File: config.mk
export PLATFORM = sky130hd
export DESIGN_NAME = cla_mw_seq
export DESIGN_NICKNAME = d
export VERILOG_FILES = /design/src/rtl/cla_mw_seq.sv
export SDC_FILE = /design/constraint.sdc
export NUM_CORES = 1
export LEC_CHECK = 0
export ABC_AREA = 1
export ABC_CLOCK_PERIOD_IN_PS = 1500
export CAP_MARGIN = 10
export CORE_AREA = 4 4 151 182
export DETAILED_ROUTE_END_ITERATION = 12
export DIE_AREA = 0 0 155 186
export PLACE_DENSITY = 0.71
export SYNTH_ARGS = -nofsm -noshare
export SYNTH_HDL_FRONTEND = slang
export SYNTH_SLANG_ARGS = --single-unit
File: constraint.sdc
create_clock -name clk -period 1.5 [get_ports clk]
set_clock_uncertainty 0.1 [all_clocks]
set_input_delay 0.45 -clock clk [delete_from_list [all_inputs] [get_ports clk]]
set_output_delay 0.45 -clock clk [all_outputs]
set_load 0.02 [all_outputs]
File: src/rtl/cla_mw_seq.sv
// cla_mw_seq: operand sequencer and result stage for an external
// combinational carry-lookahead adder.
//
// Operand beats arrive over a valid/ready stream and are registered in S1.
// S1 drives the adder directly. The adder's sum and carry-out are captured
// into S2, and S2 drives the result stream. The carry-out of each word is
// chained into the carry-in of the next word, so wide add/subtract
// operations run as little-endian word sequences at one beat per cycle.
//
// state    | meaning
// ---------+----------------------------------------------------------
// ST_IDLE  | no operation open; the next beat starts a new operation
// ST_CHAIN | multi-word operation open; the next beat continues it
module cla_mw_seq #(
    parameter int DATA_WIDTH = 64
) (
    input  logic                  clk,
    input  logic                  rst_n,
    input  logic                  in_valid,
    output logic                  in_ready,
    input  logic [DATA_WIDTH-1:0] in_a,
    input  logic [DATA_WIDTH-1:0] in_b,
    input  logic                  in_sub,
    input  logic                  in_first,
    input  logic                  in_last,
    output logic [DATA_WIDTH-1:0] add_a,
    output logic [DATA_WIDTH-1:0] add_b,
    output logic                  add_cin,
    input  logic [DATA_WIDTH-1:0] add_sum,
    input  logic                  add_cout,
    output logic                  out_valid,
    input  logic                  out_ready,
    output logic [DATA_WIDTH-1:0] out_sum,
    output logic                  out_cout,
    output logic                  out_ovf,
    output logic                  out_last,
    output logic                  err
);

    localparam int MSB = DATA_WIDTH - 1;

    typedef enum logic {
        ST_IDLE  = 1'b0,
        ST_CHAIN = 1'b1
    } state_t;

    state_t                r_state;
    logic                  r_op_sub;
    logic                  r_err;

    logic                  r_s1_valid;
    logic [DATA_WIDTH-1:0] r_s1_a;
    logic [DATA_WIDTH-1:0] r_s1_b;
    logic                  r_s1_first;
    logic                  r_s1_last;
    logic                  r_s1_sub;

    logic                  r_carry;

    logic                  r_s2_valid;
    logic [DATA_WIDTH-1:0] r_s2_sum;
    logic                  r_s2_cout;
    logic                  r_s2_ovf;
    logic                  r_s2_last;

    logic                  w_s1_adv;
    logic                  w_in_fire;
    logic                  w_s1_xfer;
    logic                  w_beat_first;
    logic                  w_beat_sub;
    logic                  w_proto_err;
    logic                  w_ovf;

    // S1 may move on when S2 is empty or S2 is being drained this cycle.
    // in_ready depends only on registers and out_ready, never on in_valid.
    assign w_s1_adv  = !r_s2_valid || out_ready;
    assign in_ready  = !r_s1_valid || w_s1_adv;
    assign w_in_fire = in_valid && in_ready;
    assign w_s1_xfer = r_s1_valid && w_s1_adv;

    // A beat arriving with no open operation always starts one, even if it
    // is not flagged first; that case and a first beat inside an open
    // operation are both protocol errors.
    assign w_beat_first = in_first || (r_state == ST_IDLE);
    assign w_beat_sub   = w_beat_first ? in_sub : r_op_sub;
    assign w_proto_err  = ((r_state == ST_IDLE)  && !in_first) ||
                          ((r_state == ST_CHAIN) &&  in_first);

    // Signed overflow only makes sense on the most-significant word.
    assign w_ovf = r_s1_last &&
                   (r_s1_a[MSB] == r_s1_b[MSB]) &&
                   (add_sum[MSB] != r_s1_a[MSB]);

    // Operation tracking: open/close state, held op type, sticky error.
    always_ff @(posedge clk or negedge rst_n) begin
        if (!rst_n) begin
            r_state  <= ST_IDLE;
            r_op_sub <= 1'b0;
            r_err    <= 1'b0;
        end else if (w_in_fire) begin
            r_op_sub <= w_beat_sub;
            if (w_proto_err) begin
                r_err <= 1'b1;
            end
            r_state <= in_last ? ST_IDLE : ST_CHAIN;
        end
    end

    // S1: register the accepted beat; hold it (and the adder inputs) on stall.
    always_ff @(posedge clk or negedge rst_n) begin
        if (!rst_n) begin
            r_s1_valid <= 1'b0;
            r_s1_a     <= '0;
            r_s1_b     <= '0;
            r_s1_first <= 1'b0;
            r_s1_last  <= 1'b0;
            r_s1_sub   <= 1'b0;
        end else if (w_in_fire) begin
            r_s1_valid <= 1'b1;
            r_s1_a     <= in_a;
            r_s1_b     <= w_beat_sub ? ~in_b : in_b;
            r_s1_first <= w_beat_first;
            r_s1_last  <= in_last;
            r_s1_sub   <= w_beat_sub;
        end else if (w_s1_adv) begin
            r_s1_valid <= 1'b0;
        end
    end

    // S2 and carry chain: capture the adder result as S1 moves on. The carry
    // is updated only on that transfer, so it always belongs to the word now
    // in S2 and the next word's carry-in survives any stall pattern.
    always_ff @(posedge clk or negedge rst_n) begin
        if (!rst_n) begin
            r_carry    <= 1'b0;
            r_s2_valid <= 1'b0;
            r_s2_sum   <= '0;
            r_s2_cout  <= 1'b0;
            r_s2_ovf   <= 1'b0;
            r_s2_last  <= 1'b0;
        end else if (w_s1_xfer) begin
            r_carry    <= add_cout;
            r_s2_valid <= 1'b1;
            r_s2_sum   <= add_sum;
            r_s2_cout  <= add_cout;
            r_s2_ovf   <= w_ovf;
            r_s2_last  <= r_s1_last;
        end else if (out_ready) begin
            r_s2_valid <= 1'b0;
        end
    end

    assign add_a   = r_s1_a;
    assign add_b   = r_s1_b;
    assign add_cin = r_s1_first ? r_s1_sub : r_carry;

    assign out_valid = r_s2_valid;
    assign out_sum   = r_s2_sum;
    assign out_cout  = r_s2_cout;
    assign out_ovf   = r_s2_ovf;
    assign out_last  = r_s2_last;
    assign err       = r_err;

endmodule

==> Implementation_results.wiki <==
{| class="wikitable"
! Metric !! Value
|-
| Pwr dens || 1300 nW/um2
|-
| Max Transition Viols Final || 0
|-
| Final WS setup || -0.311 ns
|-
| Gr ovfl total || 0
|-
| Worst Setup Start Kind || flop
|-
| Largest family of logic cells by synthesized area || simple AND/OR/NAND/NOR gates
|-
| Fraction of final layout cells with drive strength greater than 1 || between 30% and 40%
|-
| Worst min path class || in2reg
|-
| Synthesized Nets || 1,348
|-
| Unrepaired setup endpoints after global routing || yes
|-
| Clock latency on the worst-skew pair || between 0.5 and 0.6 ns
|-
| Critical Path Slowest Stage Cell || sky130_fd_sc_hd__dfrtp_2
|-
| Share of the synthesized area in compound gates (AO/OA/AOI/OAI) || 0.450%
|-
| Post-route total power || between 20 and 25 mW
|-
| Outcome || complete, but fails checks
|-
| TritonCTS Buffers || 22
|-
| Longest individual stage delay on the worst path || 0.42 ns
|-
| Std cell rows || 64
|-
| Portion of netlist area occupied by mux cells || 0%
|-
| Worst-path maximum fanout || 2
|-
| Cell leakage power || 9.08 nW
|-
| Clock root buffer || sky130_fd_sc_hd__clkbuf_16
|-
| Router iterations before antenna repair || 7
|-
| Commonest cells in the synthesized netlist || sky130_fd_sc_hd__nand2_1, sky130_fd_sc_hd__dfrtp_1, sky130_fd_sc_hd__nand3_1
|-
| Unique masters post-synth || 17
|-
| Finish-stage setup viols || 319
|-
| H-tree depth || 1
|-
| Total via count in the routed design || 10,000
|-
| Width of the die || 155 um
|-
| Average instance area after synthesis || 7.75 um2
|-
| Antenna violations before repair || 2
|-
| I/O pins || 399
|-
| Clock-pin slew on the worst setup and hold paths || 0.07 ns
|-
| Async set-reset flop share out of synthesis || 100%
|-
| Global Route Usage Sum || 20.9%
|-
| Worst hold endpoint || err$_DFFE_PN0P_
|-
| Detailed router's first-iteration violation count || 728
|-
| Final Util || 66.4%
|-
| Final count of hold timing violations || 0
|-
| CP arrival || 1.26 ns
|-
| Flop-to-flop setup slack || -0.13 ns
|-
| Worst reg-to-reg path cell count || 9
|-
| Hold slack || 0.271 ns
|-
| Rel. slew slack || around 75%
|-
| Pin count of the biggest net entering global routing || 75
|-
| Global placer's final weighted congestion || 0.836
|-
| Die outline height || 186 um
|-
| Number of global-route vias before repair || 9,195
|-
| Leading register cell type out of synthesis || sky130_fd_sc_hd__dfrtp_1
|-
| Slew at the pin closest to its max-slew limit || approximately 0.38 ns
|-
| Placeable core region || 25,500 um2
|-
| Mapped Area || 8890 um2
|-
| Endpoint of the worst-slack reg-to-reg timing path || add_a[41]$_DFFE_PN0P_
|-
| Share of the yosys chip area belonging to registers || a little under three fifths
|-
| Routed len/inst || 19.3 um
|-
| Number of buffers on the longest clock path || 3
|-
| Area added between synthesis and finish || 90.8%
|-
| Global-route wire length before repair || 48.5 mm
|-
| Startpoint of the worst register-to-register path || out_valid$_DFFE_PN0P_
|-
| CTS tree || done
|-
| Ordered list of cells on the worst path || nor2_2, a21oi_2, buf_6
|-
| Synthesized-area fraction occupied by xor and xnor cells || 0%
|-
| HPWL after detailed placement || between 20 and 25 mm
|-
| Count of maximum capacitance violations || 0
|-
| Vias per cell || 4.85
|-
| Post-synthesis cell count || 1,147
|-
| Biggest area contributors in the synthesized netlist || sky130_fd_sc_hd__dfrtp_1, sky130_fd_sc_hd__nand2_1, sky130_fd_sc_hd__nand3_1
|-
| Post-route DRC violation count || 0
|-
| Total die area || between 20,000 and 30,000 um2
|-
| Yosys reg bits || just over 200
|-
| Critical Setup Path Class || reg2out
|-
| Yosys top cell area share || 56.9%
|-
| Startpoint of the lowest-slack hold path || in_first
|-
| Worst hold path depth || 5
|-
| Crit path buf inv count || 1
|-
| Post-synthesis share of cell area spent on full adders, half adders and majority gates || less than 1%
|-
| Final antenna-violating net count || 0
|-
| Wire length reported by the detailed router || between 30 and 40 mm
|-
| Failing checks || setup timing
|-
| Period utilization || 121%
|-
| Port Buffer Count || 398
|-
| Maximum clock rate || 552 MHz
|-
| Crit path required time || 0.95 ns
|-
| Cell taking the most area after synthesis || sky130_fd_sc_hd__dfrtp_1
|-
| CP delay by family, top || flip-flops
|-
| Simple-Gate Fraction of Synth Area || 35.6%
|-
| Library cell with the highest instance count after synthesis || sky130_fd_sc_hd__nand2_1
|-
| Number of inserted filler cells in the final layout || 1,967
|-
| Clock sink total || slightly above 200
|-
| Post-synth EDFFs || 0
|-
| Shortest clock period the worst path allows after layout || around 1.8 ns
|-
| Worst setup EP type || output port
|-
| Count of yosys warnings during synthesis || 0
|-
| Highest ir drop seen on vdd || 1.04 mV
|-
| Layout net count || 1,922
|-
| Effective utilization at floorplan || 34.8%
|}
==> how the worst max path moves through the flow <==
stage	depth (start not counted)	startpoint	endpoint	slack (ns)
2_1_floorplan	7	out_valid$_DFFE_PN0P_	add_b[58]$_DFFE_PN0P_	0.007
3_3_place_gp	4	out_ready	in_ready	-0.75
3_5_place_dp	4	out_ready	in_ready	-0.76
4_1_cts	3	out_cout$_DFFE_PN0P_	add_cin	-0.38
5_1_grt	3	out_cout$_DFFE_PN0P_	add_cin	-0.38
6_report	3	out_cout$_DFFE_PN0P_	add_cin	-0.31
==> per-layer routing <==
| metal | routed length (um) | part of all wire, % | global-route usage (%) |
|---|---|---|---|
| met4 | 1700 | 4.3 | 8.23 |
| met1 | 14800 | 37 | 25.2 |
| met3 | 3260 | 8.2 | 4.28 |
| met2 | 20100 | 50 | 36.8 |
| met5 | 0 | 0 | 0 |
==> worst reg2reg max path, cell delays in order, from the launching register on <==
cell	delay, ns
sky130_fd_sc_hd__dfrtp_1	0.39
sky130_fd_sc_hd__buf_6	0.12
sky130_fd_sc_hd__nand3_4	0.08
sky130_fd_sc_hd__buf_6	0.15
sky130_fd_sc_hd__nand2_8	0.14
sky130_fd_sc_hd__inv_16	0.07
sky130_fd_sc_hd__buf_12	0.14
sky130_fd_sc_hd__clkbuf_16	0.16
sky130_fd_sc_hd__nand2_1	0.06
sky130_fd_sc_hd__nand2_1	0.08
==> cells by family (layout without fill, tap and decap cells) <==
family                   after synthesis  after routing
AND/OR/NAND/NOR                      794            795
flip-flops                           202            202
buffers and inverters                142            731
AO/OA/AOI/OAI                          8              8
adder cells (fa/ha/maj)                1              1
other                                  0              2
==> registers in the layout (all words and copies together) (netlist names) <==
name        flops
add_a          64
r_s1_valid      1
r_s1_first      1
out_sum        64
add_b          64
err             1
out_valid       1
r_s1_sub        1
out_last        1
r_state         1
out_ovf         1
out_cout        1
r_s1_last       1
==> through the flow <==
| step | instance area, um2 | TNS, ns | setup slack [ns] | instances |
|---|---|---|---|---|
| floorplan | 8900 | 0 | 0.00718 | 1147 |
| global placement | 13600 | -96.06 | -0.748 | 1865 |
| detailed placement | 13600 | -99.12 | -0.757 | 1865 |
| CTS | 15100 | -25.38 | -0.381 | 1962 |
| global route | 17000 | -36.81 | -0.375 | 2069 |
| finish | 17000 | -24.15 | -0.311 | 2069 |
==> cell type report <==
class	count	area, um2	share of cell area, %
antenna	2	5.00	0.0295
clock buffer	26	586	3.45
clock inverter	14	175	1.03
inverter	75	303	1.79
multi-input combinational	804	3570	21.1
sequential	202	5060	29.8
tap	330	413	2.43
timing repair buffer	615	6830	40.3
timing repair inverter	1	16.3	0.0959
==> report_power, final <==
part / internal [mW] / switching [mW]
registers: 6.54 / 0.871
logic: 4.66 / 4.32
clock network: 3.35 / 2.36
==> cells in the final DEF, fill, tap and decap left out, types with 11 or more instances in the layout <==
cell	count
sky130_fd_sc_hd__buf_4	133
sky130_fd_sc_hd__nand3_1	124
sky130_fd_sc_hd__dfrtp_1	200
sky130_fd_sc_hd__clkbuf_16	48
sky130_fd_sc_hd__nand2_2	75
sky130_fd_sc_hd__nand2_4	11
sky130_fd_sc_hd__clkdlybuf4s50_1	196
sky130_fd_sc_hd__nand2_1	574
sky130_fd_sc_hd__buf_6	222
sky130_fd_sc_hd__inv_1	70
sky130_fd_sc_hd__buf_12	20
==> timing repair <==
action                     4_1_cts  5_1_grt
hold buffers                     1        0
gates resized for setup       1162      163
cloned                           2       43
setup endpoints to repair      238      340
pin swaps                        1       11
hold endpoints to repair        25        0
buffers inserted                54       62
Power figures use the tool's default switching activity.
==> RTL edit (same flow settings) <==
Reset style: synchronous (`rst_n`), changed in 3 clocked blocks.
--- a/src/rtl/cla_mw_seq.sv
+++ b/src/rtl/cla_mw_seq.sv
@@ -94,3 +94,3 @@
     // Operation tracking: open/close state, held op type, sticky error.
-    always_ff @(posedge clk or negedge rst_n) begin
+    always_ff @(posedge clk) begin
         if (!rst_n) begin
@@ -109,3 +109,3 @@
     // S1: register the accepted beat; hold it (and the adder inputs) on stall.
-    always_ff @(posedge clk or negedge rst_n) begin
+    always_ff @(posedge clk) begin
         if (!rst_n) begin
@@ -132,3 +132,3 @@
     // in S2 and the next word's carry-in survives any stall pattern.
-    always_ff @(posedge clk or negedge rst_n) begin
+    always_ff @(posedge clk) begin
         if (!rst_n) begin
Behaviour: differs if rst_n is asserted again (counterexample within 4 cycles, from zero or initial values and one cycle with rst_n low); with rst_n held inactive, the same outputs for 4 cycles.
==> RTL edit against the original RTL <==
  * The flow still finishes with violations (setup timing)
  * First-iteration DRC count down 26%
  * Final area is 7.3% lower
  * Worst setup slack better by 0.086 ns
  * Area after synthesis is 5.3% lower
  * Routed wire length down 11%
  * Sequential cell count did not move
Power is not compared: it rests on default switching activity, and its combinational part moved more than twofold at a synthesized area within 25%.
==> RTL edit: results (changes against the original RTL) <==
* Status: finished, violations left
* Failing checks: setup timing
* Pre-antenna DRT Iters at 5 (-2)
* XOR/XNOR share of the synthesized area at 0% (unchanged)
* End of the worst hold path: add_a[2]
* TNS Setup at -4.40 ns (+19.76 ns)
* Compound-gate portion of the synthesized area at 12.1% (+12 points)
* Min Hold Slack at 0.296 ns (+0.0253 ns)
* Worst-Skew Late Latency at 0.52 ns (about the same)
* Final GP Congestion at 0.848 (+1.4%)
* GRT met2 Usage at 38.1% (+1.3 points)
* Num CTS Buffers at 23 (+4.5%)
* Placed cell areas at 12900 µm² (-4.9%)
* Worst r2r src: r_state
* Setup WS pre-CTS at -0.744 ns (+0.0128 ns)
* Top post-synthesis cells by area: dfxtp_1 48%, nor2_1 15%, nand2_1 9.0%, o21ai_0 7.7%, inv_1 6.1%
* Crit-path max cell delay at 0.33 ns (-0.09 ns)
* Final setup vio count at 205 (-36%)
* Netlist cell types at 20 (+3)
* Largest net degree at the start of global routing at 73 (-2.7%)
* Worst Path Arrival at 1.17 ns (-0.09 ns)
* Cells after Synth at 1230 (+7.2%)
* Slowest-stage cell, CP: dfxtp_2
* Crit path from: out_cout
* Non-filler cells, final at 2028 (-2.0%)
* Hold path depth at 4 (-1)
* Worst-Margin Slew at 0.344 ns (-0.0333 ns)
* First-pass GRT wire length at 49700 µm (+2.5%)
* Grt met3 use at 5.40% (+1.1 points)
* DR vias/cell at 4.78 (-1.5%)
* Placed cells at 1919 (+2.9%)
* Worst r2r dst: add_b[6]
* Setup repair bufs after CTS at 20 (-63%)
* Clock transition at path regs at 0.06 ns
* Met1 usage at 24.1% (-1.0 points)
* Hold path startpoint: rst_n
* Post-synthesis async set-or-reset flop share at 0% (-100 points)
* First DRT Iteration DRCs at 541 (-26%)
* Total wire length at 35500 µm (-11%)
* Crit path max-delay family: flip-flops
* Flop2flop setup slack at -0.02 ns (+0.11 ns)
* Hpwl dp at 21800 µm (-2.8%)
* Antenna violations before repair at 6 (+4)
* Filler Cells Inserted at 2120 (+7.8%)
* Synth top cells by count: 327 x nor2_1, 203 x nand2_1, 202 x dfxtp_1
* Synth Cell Area at 8420 µm² (-5.3%)
* Synth Area in Adders at 0.149% (+0.0078 points)
* Vias in the first global route at 9288 (+1.0%)
* Post-Syn Nets at 1431 (+6.2%)
* Final worst slack at -0.225 ns (+0.0858 ns)
* Post-CTS sizing at 1390 (+20%)
-- RTL edit: changes by cell type after synthesis, moves of 70 or more --
cell	delta
dfrtp_1	-202
a21oi_1	+70
nor2_1	+325
o21ai_0	+123
nand2_1	-456
dfxtp_1	+202
-- RTL edit: routing by layer --
metal / share of wire (%) / vias to the layer above
met5: 0 / -
met4: 5.2 / 0
met3: 8.2 / 122
met2: 50 / 410
met1: 37 / 4448
li1: - / 4706
-- RTL edit: cell type report --
| type | instances | area, µm² | area share (%) |
|---|---|---|---|
| clock buffers | 33 | 693 | 4.41 |
| repair buffers | 504 | 5730 | 36.5 |
| diodes | 6 | 15.0 | 0.0956 |
| clock inverters | 7 | 100 | 0.637 |
| well taps | 330 | 413 | 2.63 |
| multi-input cells | 807 | 3930 | 25.0 |
| inverters | 139 | 532 | 3.38 |
| flip-flops and latches | 202 | 4300 | 27.4 |
